### src/rtl/xnor_pkg.sv
// Shared definitions for the XNOR/XOR popcount accumulator: word modes and frame FSM states.
package xnor_pkg;

  localparam logic MODE_XNOR = 1'b0;
  localparam logic MODE_XOR  = 1'b1;

  typedef enum logic [0:0] {
    IDLE = 1'b0,
    ACC  = 1'b1
  } state_t;

endpackage

### src/rtl/xnor_popcount_acc_if.sv
// Operand-pair input stream and frame-result output stream of the popcount accumulator.
interface xnor_popcount_acc_if #(
  parameter int WIDTH = 8,
  parameter int ACC_W = 16,
  parameter int CNT_W = 8
);
  logic             in_valid;
  logic             in_ready;
  logic [WIDTH-1:0] in_a;
  logic [WIDTH-1:0] in_b;
  logic             in_last;
  logic             mode;
  logic             out_valid;
  logic             out_ready;
  logic [ACC_W-1:0] out_sum;
  logic [CNT_W-1:0] out_words;
  logic             out_sat;

  modport master (
    output in_valid, in_a, in_b, in_last, mode, out_ready,
    input  in_ready, out_valid, out_sum, out_words, out_sat
  );

  modport slave (
    input  in_valid, in_a, in_b, in_last, mode, out_ready,
    output in_ready, out_valid, out_sum, out_words, out_sat
  );
endinterface

### src/rtl/xnor_popcount.sv
// Combinational per-word match/difference counter: popcount of XNOR (mode 0) or XOR (mode 1).
module xnor_popcount
  import xnor_pkg::*;
#(
  parameter int WIDTH = 8,
  parameter int PC_W  = $clog2(WIDTH + 1)
) (
  input  logic [WIDTH-1:0] in_a,
  input  logic [WIDTH-1:0] in_b,
  input  logic             mode,
  output logic [PC_W-1:0]  pc
);
  logic [WIDTH-1:0] diff_s;
  logic [WIDTH-1:0] bits_s;

  // Select matching or differing bits and count them
  always_comb begin
    diff_s = in_a ^ in_b;
    bits_s = (mode == MODE_XNOR) ? ~diff_s : diff_s;
    pc     = {PC_W{1'b0}};
    for (int i = 0; i < WIDTH; i++) begin
      pc = pc + PC_W'(bits_s[i]);
    end
  end
endmodule

### src/rtl/xnor_popcount_acc.sv
// Frame accumulator: sums per-word popcounts until in_last, then publishes one registered
// result (sum, word count, saturation flag) on a valid/ready output.
module xnor_popcount_acc
  import xnor_pkg::*;
#(
  parameter int WIDTH = 8,
  parameter int ACC_W = 16,
  parameter int CNT_W = 8
) (
  input  logic              clk,
  input  logic              rst_n,
  xnor_popcount_acc_if.slave bus
);
  localparam int PC_W = $clog2(WIDTH + 1);

  state_t           state_r, state_nxt_s;
  logic [PC_W-1:0]  pc_s;
  logic [ACC_W:0]   sum_s;
  logic [ACC_W-1:0] acc_r, acc_nxt_s, out_sum_r;
  logic [CNT_W-1:0] cnt_r, cnt_nxt_s, out_words_r;
  logic             sat_r, sat_nxt_s, out_sat_r, out_valid_r;
  logic             in_ready_s, accept_s, publish_s;

  xnor_popcount #(.WIDTH(WIDTH)) u_popcount (
    .in_a (bus.in_a),
    .in_b (bus.in_b),
    .mode (bus.mode),
    .pc   (pc_s)
  );

  // A held result only blocks input when downstream is not taking it this cycle
  assign in_ready_s = !out_valid_r || bus.out_ready;
  assign accept_s   = bus.in_valid && in_ready_s;
  assign sum_s      = {1'b0, acc_r} + (ACC_W + 1)'(pc_s);

  // Next frame state: start a frame from IDLE, extend it with saturating arithmetic in ACC
  always_comb begin
    state_nxt_s = state_r;
    acc_nxt_s   = acc_r;
    cnt_nxt_s   = cnt_r;
    sat_nxt_s   = sat_r;
    publish_s   = 1'b0;
    if (accept_s) begin
      case (state_r)
        ACC: begin
          acc_nxt_s = sum_s[ACC_W] ? {ACC_W{1'b1}} : sum_s[ACC_W-1:0];
          sat_nxt_s = sat_r | sum_s[ACC_W];
          cnt_nxt_s = (cnt_r == {CNT_W{1'b1}}) ? cnt_r : cnt_r + CNT_W'(1);
        end
        default: begin
          acc_nxt_s = ACC_W'(pc_s);
          cnt_nxt_s = CNT_W'(1);
          sat_nxt_s = 1'b0;
        end
      endcase
      if (bus.in_last) begin
        publish_s   = 1'b1;
        state_nxt_s = IDLE;
      end else begin
        state_nxt_s = ACC;
      end
    end else begin
      state_nxt_s = state_r;
    end
  end

  // Frame state registers
  always_ff @(posedge clk or negedge rst_n) begin
    if (!rst_n) begin
      state_r <= IDLE;
      acc_r   <= {ACC_W{1'b0}};
      cnt_r   <= {CNT_W{1'b0}};
      sat_r   <= 1'b0;
    end else begin
      state_r <= state_nxt_s;
      acc_r   <= acc_nxt_s;
      cnt_r   <= cnt_nxt_s;
      sat_r   <= sat_nxt_s;
    end
  end

  // Result register: a publish may coincide with the transfer of the previous result
  always_ff @(posedge clk or negedge rst_n) begin
    if (!rst_n) begin
      out_valid_r <= 1'b0;
      out_sum_r   <= {ACC_W{1'b0}};
      out_words_r <= {CNT_W{1'b0}};
      out_sat_r   <= 1'b0;
    end else if (publish_s) begin
      out_valid_r <= 1'b1;
      out_sum_r   <= acc_nxt_s;
      out_words_r <= cnt_nxt_s;
      out_sat_r   <= sat_nxt_s;
    end else if (bus.out_ready) begin
      out_valid_r <= 1'b0;
    end else begin
      out_valid_r <= out_valid_r;
    end
  end

  assign bus.in_ready  = in_ready_s;
  assign bus.out_valid = out_valid_r;
  assign bus.out_sum   = out_sum_r;
  assign bus.out_words = out_words_r;
  assign bus.out_sat   = out_sat_r;
endmodule

### src/flat_wrapper.sv
// flat-port wrapper written by rule: the top's interface ports become plain ports
module xnor_popcount_acc_flat import xnor_pkg::*;
#(
  parameter int WIDTH = 8,
  parameter int ACC_W = 16,
  parameter int CNT_W = 8
)
  (clk, rst_n, bus_in_valid, bus_in_a, bus_in_b, bus_in_last, bus_mode, bus_out_ready, bus_in_ready, bus_out_valid, bus_out_sum, bus_out_words, bus_out_sat);
  xnor_popcount_acc_if #(.WIDTH(WIDTH), .ACC_W(ACC_W), .CNT_W(CNT_W)) bus_i ();
  input  logic clk;
  input  logic rst_n;
  input wire logic [$bits(bus_i.in_valid)-1:0] bus_in_valid;
  input wire logic [$bits(bus_i.in_a)-1:0] bus_in_a;
  input wire logic [$bits(bus_i.in_b)-1:0] bus_in_b;
  input wire logic [$bits(bus_i.in_last)-1:0] bus_in_last;
  input wire logic [$bits(bus_i.mode)-1:0] bus_mode;
  input wire logic [$bits(bus_i.out_ready)-1:0] bus_out_ready;
  output wire logic [$bits(bus_i.in_ready)-1:0] bus_in_ready;
  output wire logic [$bits(bus_i.out_valid)-1:0] bus_out_valid;
  output wire logic [$bits(bus_i.out_sum)-1:0] bus_out_sum;
  output wire logic [$bits(bus_i.out_words)-1:0] bus_out_words;
  output wire logic [$bits(bus_i.out_sat)-1:0] bus_out_sat;
  assign bus_i.in_valid = bus_in_valid;
  assign bus_i.in_a = bus_in_a;
  assign bus_i.in_b = bus_in_b;
  assign bus_i.in_last = bus_in_last;
  assign bus_i.mode = bus_mode;
  assign bus_i.out_ready = bus_out_ready;
  assign bus_in_ready = bus_i.in_ready;
  assign bus_out_valid = bus_i.out_valid;
  assign bus_out_sum = bus_i.out_sum;
  assign bus_out_words = bus_i.out_words;
  assign bus_out_sat = bus_i.out_sat;
  xnor_popcount_acc #(.WIDTH(WIDTH), .ACC_W(ACC_W), .CNT_W(CNT_W)) u_core (.clk(clk), .rst_n(rst_n), .bus(bus_i));
endmodule
### config.mk
export PLATFORM = sky130hd
export DESIGN_NAME = xnor_popcount_acc_flat
export DESIGN_NICKNAME = d
export VERILOG_FILES = /design/src/rtl/xnor_pkg.sv /design/src/rtl/xnor_popcount_acc_if.sv /design/src/rtl/xnor_popcount.sv /design/src/rtl/xnor_popcount_acc.sv /design/src/flat_wrapper.sv
export SDC_FILE = /design/constraint.sdc
export NUM_CORES = 1
export LEC_CHECK = 0
export CORE_AREA = 2 2 75 77
export DETAILED_ROUTE_END_ITERATION = 10
export DIE_AREA = 0 0 77 79
export PLACE_DENSITY = 0.85
export SETUP_SLACK_MARGIN = 0.02
export SLEW_MARGIN = 20
export SYNTH_ARGS = -nofsm -noshare
export SYNTH_HDL_FRONTEND = slang
export SYNTH_HIERARCHICAL = 1
export SYNTH_SLANG_ARGS = --single-unit
### constraint.sdc
create_clock -name clk -period 5.5 [get_ports clk]
set_input_delay 1.1 -clock clk [delete_from_list [all_inputs] [get_ports clk]]
set_output_delay 1.1 -clock clk [all_outputs]
set_load 0.05 [all_outputs]
==> results <==
[power groups by stage]
stage	registers [mW]	clock network, mW	logic, mW
after detailed placement	0.514	0	0.941
after global placement	0.510	0	0.904
final	0.512	0.271	1.12
after floorplan	0.613	0	0.531
after CTS	0.507	0.272	1.02
after global routing	0.521	0.291	1.20
[placed cells by master (no fill, tap or decap), types with 3 or more instances in the layout]
master,synthesis,routed
dfrtp_1,52,52
clkdlybuf4s50_1,0,40
nand2_1,37,36
nor2_1,30,28
a21oi_1,29,27
buf_4,1,27
o21ai_0,19,19
xor2_1,12,12
xnor2_1,19,11
inv_1,12,10
nand3_1,9,8
xnor2_2,0,8
and3_1,8,7
a31oi_1,7,7
o31ai_1,6,6
mux2_2,7,6
ha_1,8,6
clkbuf_8,0,5
a21o_1,4,4
clkbuf_2,0,3
nand2b_1,3,3
a311oi_1,3,3
nand4_1,3,3
fa_1,5,3
[flip-flops by register name, summed over array words and instances (netlist names)]
name                  count
u_core/state_r            1
u_core/bus.out_valid      1
u_core/bus.out_sat        1
u_core/bus.out_sum       16
u_core/cnt_r              8
u_core/bus.out_words      8
u_core/acc_r             16
u_core/sat_r              1
[logic make-up (layout without fill, tap and decap cells)]
| kind of cell | count (synthesis) | count (layout) | share of synthesized area, % |
|---|---|---|---|
| simple gates | 100 | 100 | 15.7 |
| compound gates | 81 | 81 | 17.1 |
| flops | 52 | 52 | 43.4 |
| xor+xnor | 31 | 31 | 9.05 |
| buf+inv | 29 | 96 | 4.80 |
| fa+ha+maj | 13 | 13 | 6.68 |
| mux | 9 | 9 | 3.30 |
[worst reg2reg max path, cell delays in order (launching register included)]
cell      delay, ps
dfrtp_1         380
ha_1            210
fa_2            260
nand2_4          70
a211oi_4        250
buf_6           150
and2_4          160
nand3_4          90
xnor2_2         170
a221o_1         300
[final cells by class]
cell class | count | area (um^2) | share of cell area (%)
Clock inverter | 3 | 46.3 | 1.18
Multi-Input combinational cell | 234 | 1680 | 42.9
Sequential cell | 52 | 1300 | 33.3
Timing Repair Buffer | 76 | 676 | 17.3
Clock buffer | 5 | 68.8 | 1.76
Tap cell | 72 | 90.1 | 2.31
Inverter | 12 | 47.5 | 1.22
[worst max path at each step]
stage / start / end / slack, ps
2_1_floorplan: bus_mode / u_core/bus.out_sum[14] / 30
3_3_place_gp: bus_mode / u_core/bus.out_sum[14] / -340
3_5_place_dp: bus_mode / u_core/bus.out_sum[14] / -530
4_1_cts: bus_mode / u_core/bus.out_sum[14] / 100
5_1_grt: bus_in_b[1] / u_core/bus.out_sum[6] / 30
6_report: bus_in_a[3] / u_core/bus.out_sum[11] / 200
[metal layers]
layer	part of all wire [%]	track usage (%)	up-vias	wire, um
met5	0	0	-	0
met1	38	30.5	1287	2750
met4	1.9	9.46	0	138
li1	-	-	1232	-
met2	55	45.0	94	3960
met3	5.4	4.32	14	393
[repair_timing]
item                                   in CTS  in global routing
cloned                                      0                  0
hold buffers                                0                  0
setup buffers                               5                  1
setup endpoints to repair                  33                 32
pin swaps                                  17                 14
resized for setup                          14                 21
endpoints found under the hold margin       0                  0
==> metrics <==
Crit Path Max Fanout=5; Pre-antenna DRT Iters=5; die width=77 um; Worst R2R Path Depth=9; Crit path max-delay family=adder cells; worst path bufs/invs=6; placed instance count=440; Flop pwr share=26.9%; Final min period=5300 ps; clk_lat worst skew=310 ps; max incr delay on CP=540 ps; clock net sink count=52; Final setup viols=0; Cell variety after synth=44; Antenna Diode Count=0; slowest stage cell, crit path=fa_2; vias per cell=5.79; HP Class=reg2reg; max_cap viols=0; flop2flop setup slack=3350 ps; ys flop type=dfrtp_1; Core Rows=27; Tot GR Track Use=25.1%; initial antenna violation count=0; root buffer cell=clkbuf_8; kind of critical path=in2reg; worst vdd ir=0.343 mV; Slew Limit Fails=0; global-route wire length before repair=12100 um; Detail Route Antenna Nets=0; 1st-iter DRT viols=230; area delta synth->final=30.3%; total gr overflow=0; net count after synthesis=350; synthesized area=0.00300 mm^2; synth cell count leaders=dfrtp_1 (52), nand2_1 (37), nor2_1 (30); Sw Pwr=795 uW; layout cells sized above 1=20.2%; post-synthesis register bit count=52; sw frac=41.8%; r2r endpoint=u_core/bus.out_sum[14]; Core ar.=0.00534 mm^2; top-area cell type share of the netlist area=43.4%; power per cell area=487 mW/mm^2; Avg Synthesized Cell Area=9.52 um^2; Core Util, Final=73.2%; number of synthesized flops with an enable pin=0; Final Hold Viols=0; DRC violations left=0; RSZ-0062 raised after global routing=false; final-layout fill cell count=393; Initial Util=56.2%; clock transition at the registers of the reported paths=100 ps; Least-Margin Pin Slew=751 ps; die area=0.00608 mm^2; Synth warnings=6; period utilization=96.3%; crit path DAT=5500 ps; total CTS buffers=5; I/O pins=49; Final HPWL DP=4880 um; sequential area share after synthesis=43.4%; combinational power share=58.9%; Final #Nets=416; final std cells w/o fill=454; reg2reg start=u_core/acc_r[0]; clk buf depth=2; global placement routability congestion=0.878; top cell type by total area after synthesis=dfrtp_1; fmax=189 MHz; worst-case clock skew=5.00 ps; chip height=79 um; max_slew headroom=49.9%; vias in the first global route=2577; hold slack=481 ps; DP Area=0.00365 mm^2; drt total wl=7240 um; status=finished, final reports clean; Int Power=1.11 mW; hold endpoint=u_core/bus.out_sum[7]; largest net degree at the start of global routing=53; cell depth of the worst hold path=2; clock power share=14.2%; largest cells by area after synthesis=dfrtp_1 (43%), xnor2_1 (5.5%), a21oi_1 (4.8%), nand2_1 (4.6%), nor2_1 (3.8%); Worst Setup Start Kind=input pin; HP Start=u_core/bus.out_sum[7]; worst setup margin=203 ps; Port Buffers=48; top-count cell post-synth=dfrtp_1; CTS tree=done; htree depth=2; asr flop ratio synth=100%; final instance area=0.00391 mm^2; Synth Instances=315; via count=2627; Worst setup EP type=register; pre-CTS setup slack=-529 ps; setup TNS=0 ps; WP depth=20; Routed wire per std cell=15.9 um; total power=1.90 mW; LEAKAGE=1.83 nW; crit path cell chain=dlygate4sd2_1 -> xnor2_2 -> xnor2_2 -> fa_1 -> inv_1 -> fa_1 -> inv_1 -> fa_1 -> inv_1 -> ha_2 -> inv_2 -> fa_2 -> inv_4 -> ha_1 -> a21oi_2 -> o21ai_2 -> and3_4 -> and3_1 -> xor2_1 -> a221o_1; CP required=5700 ps
No activity file was read; power rests on OpenSTA's default activity.
